File: config.mk
export PLATFORM = sky130hd
export DESIGN_NAME = downsample_ctrl
export DESIGN_NICKNAME = d
export VERILOG_FILES = /design/src/rtl/ds_pkg.sv /design/src/rtl/ds_addr_gen.sv /design/src/rtl/downsample_ctrl.sv
export SDC_FILE = /design/constraint.sdc
export NUM_CORES = 1
export LEC_CHECK = 0
export BUFFER_PORTS_ARGS = -buffer_cell sky130_fd_sc_hd__clkbuf_2
export CORE_ASPECT_RATIO = 1.2
export CORE_MARGIN = 5
export CORE_UTILIZATION = 37
export CTS_CLUSTER_SIZE = 14
export DETAILED_ROUTE_END_ITERATION = 7
export GPL_TIMING_DRIVEN = 0
export PLACE_DENSITY = 0.59
export SETUP_SLACK_MARGIN = 0.3
export SLEW_MARGIN = 20
export SYNTH_ARGS = -nofsm -noshare
export SYNTH_HDL_FRONTEND = slang
export SYNTH_HIERARCHICAL = 1
export SYNTH_SLANG_ARGS = --single-unit
File: constraint.sdc
create_clock -name clk -period 12.9 [get_ports clk]
set_clock_uncertainty 0.1 [all_clocks]
set_input_delay 1.29 -clock clk [delete_from_list [all_inputs] [get_ports clk]]
set_output_delay 1.29 -clock clk [all_outputs]
set_load 0.03 [all_outputs]
File: src/rtl/ds_pkg.sv
// ds_pkg: shared state encoding and size defaults for the 2x2 downsample sequencer.
package ds_pkg;
    localparam int ADDR_W    = 19;
    localparam int DIM_W     = 10;
    localparam int PIX_W     = 8;
    localparam int RAM_DEPTH = 263169;
    localparam int SUM_W     = PIX_W + 2;
    typedef enum logic [3:0] {IDLE, CHK, RD0, RD1, RD2, RD3, LAST, WR, FIN} state_t;
endpackage

File: src/rtl/ds_addr_gen.sv
// ds_addr_gen: output-block counters, source row pointer and port A/B address generation.
module ds_addr_gen #(
    parameter int ADDR_W = ds_pkg::ADDR_W,
    parameter int DIM_W  = ds_pkg::DIM_W
) (
    input  logic              clk,
    input  logic              rst,
    input  logic              load,
    input  logic              step,
    input  logic [ADDR_W-1:0] src_base,
    input  logic [ADDR_W-1:0] dst_base,
    input  logic [DIM_W-1:0]  img_w,
    input  logic [DIM_W-1:0]  img_h,
    input  logic [1:0]        sel,
    output logic [ADDR_W-1:0] addr_a,
    output logic [ADDR_W-1:0] addr_b,
    output logic              bad,
    output logic              last
);
    import ds_pkg::*;
    logic [DIM_W-1:0]  w, h, c, r, ow, oh;
    logic [ADDR_W-1:0] row, dst, p00, p10;
    logic              col_end;
    assign ow      = w >> 1;
    assign oh      = h >> 1;
    assign col_end = c == ow - DIM_W'(1);
    assign last    = col_end && r == oh - DIM_W'(1);
    assign bad     = w < DIM_W'(2) || h < DIM_W'(2);
    assign p00     = row + ADDR_W'({c, 1'b0});
    assign p10     = p00 + ADDR_W'(w);
    // sel[1] picks the lower source row, sel[0] the right-hand pixel
    assign addr_a  = (sel[1] ? p10 : p00) + ADDR_W'(sel[0]);
    assign addr_b  = dst;
    always_ff @(posedge clk) begin
        if (rst) begin
            w   <= '0;
            h   <= '0;
            c   <= '0;
            r   <= '0;
            row <= '0;
            dst <= '0;
        end else if (load) begin
            w   <= img_w;
            h   <= img_h;
            c   <= '0;
            r   <= '0;
            row <= src_base;
            dst <= dst_base;
        end else if (step) begin
            dst <= dst + ADDR_W'(1);
            c   <= col_end ? '0 : c + DIM_W'(1);
            if (col_end) begin
                r   <= r + DIM_W'(1);
                row <= row + ADDR_W'({w, 1'b0});
            end
        end
    end
endmodule

File: src/rtl/downsample_ctrl.sv
// downsample_ctrl: 2x2 box downsampling sequencer driving a dual-port image RAM.
// Define DS_ROUND_EN to round the average half up instead of truncating.
module downsample_ctrl #(
    parameter int ADDR_W = ds_pkg::ADDR_W,
    parameter int DIM_W  = ds_pkg::DIM_W,
    parameter int PIX_W  = ds_pkg::PIX_W
) (
    input  logic              clk,
    input  logic              rst,
    input  logic              start,
    input  logic [ADDR_W-1:0] src_base,
    input  logic [ADDR_W-1:0] dst_base,
    input  logic [DIM_W-1:0]  img_w,
    input  logic [DIM_W-1:0]  img_h,
    output logic              busy,
    output logic              done,
    output logic              err,
    output logic [ADDR_W-1:0] ram_addr_a,
    output logic              ram_we_a,
    input  logic [PIX_W-1:0]  ram_q_a,
    output logic [ADDR_W-1:0] ram_addr_b,
    output logic [PIX_W-1:0]  ram_data_b,
    output logic              ram_we_b
);
    import ds_pkg::*;
    localparam int ACC_W = PIX_W + 2;
    state_t            state, nxt;
    logic [ACC_W-1:0]  sum;
    logic [PIX_W-1:0]  avg;
    logic [ADDR_W-1:0] addr_a, addr_b;
    logic [1:0]        sel;
    logic              err_q, bad, last, rd;
    assign rd  = state inside {RD0, RD1, RD2, RD3};
    assign sel = state == RD1 ? 2'd1 : state == RD2 ? 2'd2 : state == RD3 ? 2'd3 : 2'd0;
`ifdef DS_ROUND_EN
    assign avg = PIX_W'((sum + ACC_W'(2)) >> 2);
`else
    assign avg = PIX_W'(sum >> 2);
`endif
    ds_addr_gen #(.ADDR_W(ADDR_W), .DIM_W(DIM_W)) u_addr (
        .clk      (clk),
        .rst      (rst),
        .load     (state == IDLE && start),
        .step     (state == WR),
        .src_base (src_base),
        .dst_base (dst_base),
        .img_w    (img_w),
        .img_h    (img_h),
        .sel      (sel),
        .addr_a   (addr_a),
        .addr_b   (addr_b),
        .bad      (bad),
        .last     (last)
    );
    always_ff @(posedge clk) begin
        if (rst) state <= IDLE;
        else state <= nxt;
    end
    // read data trails its address by one state, so the sum spans RD1..LAST
    always_ff @(posedge clk) begin
        if (rst) begin
            sum   <= '0;
            err_q <= 1'b0;
        end else begin
            if (state == CHK) err_q <= bad;
            if (state == RD1) sum <= ACC_W'(ram_q_a);
            else if (state inside {RD2, RD3, LAST}) sum <= sum + ACC_W'(ram_q_a);
        end
    end
    always_comb begin
        nxt = state;
        unique case (state)
            IDLE:    nxt = start ? CHK : IDLE;
            CHK:     nxt = bad ? FIN : RD0;
            RD0:     nxt = RD1;
            RD1:     nxt = RD2;
            RD2:     nxt = RD3;
            RD3:     nxt = LAST;
            LAST:    nxt = WR;
            WR:      nxt = last ? FIN : RD0;
            FIN:     nxt = IDLE;
            default: nxt = IDLE;
        endcase
    end
    always_comb begin
        busy       = state != IDLE && state != FIN;
        done       = state == FIN;
        err        = state == FIN && err_q;
        ram_we_a   = 1'b0;
        ram_addr_a = rd ? addr_a : '0;
        ram_we_b   = state == WR;
        ram_addr_b = state == WR ? addr_b : '0;
        ram_data_b = state == WR ? avg : '0;
    end
endmodule
==> summary by stage <==
STA
The final critical-path setup slack is 6.43 ns. After routing, the total negative slack on setup checks comes to 0 ns. The number of pins exceeding their max-slew limit in the final report was 0. The maximum achievable frequency is 155 MHz. Subtracting the final worst setup slack from the clock period gives 6.47 ns. Setup violations remaining at the end of the flow were counted as 0.

The final worst-path cycle share is 0.501. In this run the tightest slew margin relative to its limit is 0.422. Setup repair after global routing left no endpoint under its margin.

The hold violation total from the final report is 0. The transition time of the tightest slew-check pin is 0.867 ns.

Logic synthesis
The synthesized netlist occupies a cell area of 0.00784 sq mm. The count of flip-flops with a built-in enable after synthesis is 0. The number of nets produced by synthesis is 1097.

The number of distinct library cells after synthesis is 94. The number of register bits inferred by synthesis is 92. The share of async-settable or async-resettable flops after synthesis is 0. The most frequently used flop master after synthesis is sky130_fd_sc_hd__dfxtp_1. The mean area per synthesized cell is 8.02 sq um.

The cell count after synthesis is 977. For this run, the register share of the synthesized area comes to 0.235. The total number of yosys warnings is 6.

Floorplan
The region available for standard cell placement spans 0.0209 sq mm. The number of rows created at floorplan is 58. The die is 143 um wide. The die height is 169 um. The total die area is 0.0242 sq mm. 120 I/O pins were placed. The initial utilization of the core area, before any placement, comes to 0.375.

CTS
The clock reaches the later pin of the worst-skew pair after 0.34 ns. The number of H-tree levels is 3. The number of hold buffers added after CTS is 0.

The clock tree root driver cell is sky130_fd_sc_hd__clkbuf_16. The longest clock path from root to sink contains 2 buffers. The number of setup buffers added after CTS is 0.

The total number of clock tree sinks is 92. Clock tree synthesis inserted a total of 9 buffers. After clock tree synthesis, the clock-pin slew on the worst setup and hold paths is 0.07 ns. The TritonCTS clock tree is yes. Post-CTS repair changed the size of 0 cells.

Layout
In the layout the commonest cells are sky130_fd_sc_hd__nor2_1, sky130_fd_sc_hd__clkbuf_2, sky130_fd_sc_hd__dfxtp_1, sky130_fd_sc_hd__nand2_1, sky130_fd_sc_hd__xnor2_1. The number of antenna diodes in the final layout is 0. The library cell used most frequently in the layout, excluding fill and tap cells, is sky130_fd_sc_hd__nor2_1.

The area growth from synthesis to layout is 16.0%. The number of nets at the end of the flow is 1225. The proportion of layout cells with a drive suffix above 1 is 0.167. The area of the multi-input gates is 0.00571 sq mm. After filler insertion, the fill cell instance count of the layout stands at 2190.

The register area is 0.00184 sq mm.

Power and ir drop
The power density over the cells is 102 mW/mm^2. The leakage power is 3.84 nW. Of the total power, registers draw 0.363.

The largest voltage drop on the vdd net is 0.0000605 V. The switching power total is 0.000320 W. Of the total power, the clock network draws 0.325.

The switching part of the total is 0.345. The share of total power dissipated in combinational logic is 0.312. The internal portion of the total power is 0.000606 W.

Worst setup path
By startpoint and endpoint, the worst setup path is classified as register to primary output. The slowest stage cell on the critical path is sky130_fd_sc_hd__dfxtp_1. For the worst setup path, the data arrival time is 5.08 ns. The signal on the critical path passes through ha_1 > a211oi_2 > o21bai_1 > a21oi_1 > xor2_1 > inv_1 > ha_1 > o21ai_0 > a21oi_1 > a41o_1 > a21oi_1 > or3_1 > buf_2 > xnor2_1 > nand4_2 > nor4b_4 > xor2_1 > and2_1 > clkbuf_2. The worst register-to-register path has a setup slack of 9.38 ns. The critical path launch point type is a register. The cell that appears most often on the critical path is sky130_fd_sc_hd__a21oi_1. The kind of end point of the critical path is a primary output. The largest fanout on the critical path is 9. For this run, the slowest stage of the critical path takes 0.58 ns. The data required time at the worst endpoint is 11.51 ns.

Route
In this run, the number of DRC markers left after iteration 0 of detailed routing was 328. The detailed-routing iteration count for the pre-antenna-repair pass is 4. The total routed wirelength is 21.9 mm. The post-detailed-route wirelength per cell is 15.9 um. The number of nets with antenna violations after detailed routing is 0. In the routed layout, each cell is associated on average with a via count of 5.26. For this block, the via count after detailed routing is 7259. The residual DRC count is 0.

Min path
The path class of the tightest hold or removal check is register to register.

Global routing
The via count of the first global-routing pass was 7024. The overflow left after global routing is 0. The largest net degree at the start of global routing is 17. The overall fraction of global-route tracks in use is 0.180. The initial antenna violation count is 0.

The first global-routing pass estimated 35.5 mm of wire.

Run
Max-cap violations in this run came to 0.

Run status
The run finished with clean final reports.

Placed design
After legalization and detailed placement, the total HPWL measured 17.5 mm. At the placement stage, the worst setup path has a slack of 6.76 ns. The number of I/O port buffers is 117. The routability congestion estimate from global placement is 0.830.
==> worst paths after layout <==
check                    from  depth (start not counted)             end
setup / recovery  u_addr/c[1]                         19  ram_addr_a[17]
hold / removal          err_q                          2           err_q
setup reg to reg  u_addr/w[1]                         12   u_addr/row[3]
hold reg to reg         err_q                          2           err_q
==> cells by family after synthesis <==
kind of cell / after synthesis / synth area share
compound gates: 195 / 0.173
simple gates: 413 / 0.283
other cells: 1 / 0.000478
flops: 92 / 0.235
buf+inv: 66 / 0.0367
xor+xnor: 110 / 0.124
mux: 49 / 0.0627
fa+ha+maj: 51 / 0.0852
==> synth_stat cells (all sizes together), types with 3 or more instances <==
master	n	share of area
and4	5	0.0056
a21boi	4	0.0038
mux2i	48	0.061
o2111ai	3	0.0034
and3b	3	0.0035
and3	19	0.016
and2	56	0.045
or4	4	0.0043
o21bai	6	0.0057
nor2	121	0.058
o21a	4	0.0038
nand2	67	0.033
inv	23	0.011
a21o	10	0.0096
o21ai	34	0.022
nand4bb	3	0.0043
nor3b	7	0.0067
xor2	47	0.053
nor2b	11	0.0097
o211ai	6	0.0057
dfxtp	92	0.23
nor3	28	0.019
or2	6	0.0051
nor4	8	0.0072
a31oi	3	0.0024
a211oi	24	0.025
buf	21	0.015
or3	18	0.014
xnor2	63	0.071
fa	4	0.010
a21oi	59	0.041
nor4b	3	0.0053
a31o	3	0.0034
o22ai	7	0.0064
nand4	18	0.016
ha	47	0.075
nand2b	11	0.0088
clkbuf	20	0.0096
a311oi	6	0.0075
nand3	17	0.011
nand3b	4	0.0038
==> routing by layer <==
metal	GRT usage	part of all wire	vias to the layer above
li1	-	-	3762
met1	0.230	0.45	3362
met2	0.322	0.50	121
met3	0.0262	0.039	14
met4	0.0376	0.0096	0
met5	0	0	-
==> through the flow <==
| step | hold slack [ns] | utilization | instance area [sq um] | total power [W] | std cells |
|---|---|---|---|---|---|
| 6_report | 0.403 | 0.435 | 9090 | 0.000926 | 1380 |
| 5_1_grt | 0.434 | 0.435 | 9090 | 0.000984 | 1380 |
| 4_1_cts | 0.408 | 0.435 | 9090 | 0.000935 | 1380 |
| 3_5_place_dp | 0.387 | 0.419 | 8760 | 0.000630 | 1364 |
| 3_3_place_gp | 0.371 | 0.419 | 8760 | 0.000627 | 1364 |
| 2_1_floorplan | 0.352 | - | 7840 | 0.000554 | 977 |
==> critical path, delay by kind of cell (launching register included) <==
kind | cells | cell delay (ns)
simple gates | 4 | 0.95
xor+xnor | 3 | 0.76
flops | 1 | 0.58
fa+ha+maj | 2 | 0.70
compound gates | 7 | 1.28
buf+inv | 3 | 0.44
==> cell type report <==
class,instances,area share
Multi-Input combinational cell,819,0.628
Sequential cell,92,0.203
Timing Repair Buffer,117,0.0644
Tap cell,270,0.0371
Clock buffer,10,0.0263
Buffer,41,0.0213
Clock inverter,6,0.0103
Inverter,25,0.0103
==> registers in the layout, summed over array words and instances, names as in the netlist <==
| signal | count |
|---|---|
| u_addr/addr_b | 19 |
| u_addr/row | 19 |
| sum | 10 |
| u_addr/c | 10 |
| u_addr/r | 10 |
| u_addr/w | 10 |
| u_addr/h | 9 |
| state | 4 |
| err_q | 1 |
==> power by group through the flow <==
stage	Sequential [W]	Combinational, W	Clock (W)
after floorplan	0.000332	0.000222	0
after global placement	0.000342	0.000285	0
after detailed placement	0.000342	0.000288	0
after CTS	0.000336	0.000290	0.000309
after global routing	0.000340	0.000323	0.000321
final	0.000336	0.000289	0.000301
Note: power is estimated with default switching activity, not from simulation.
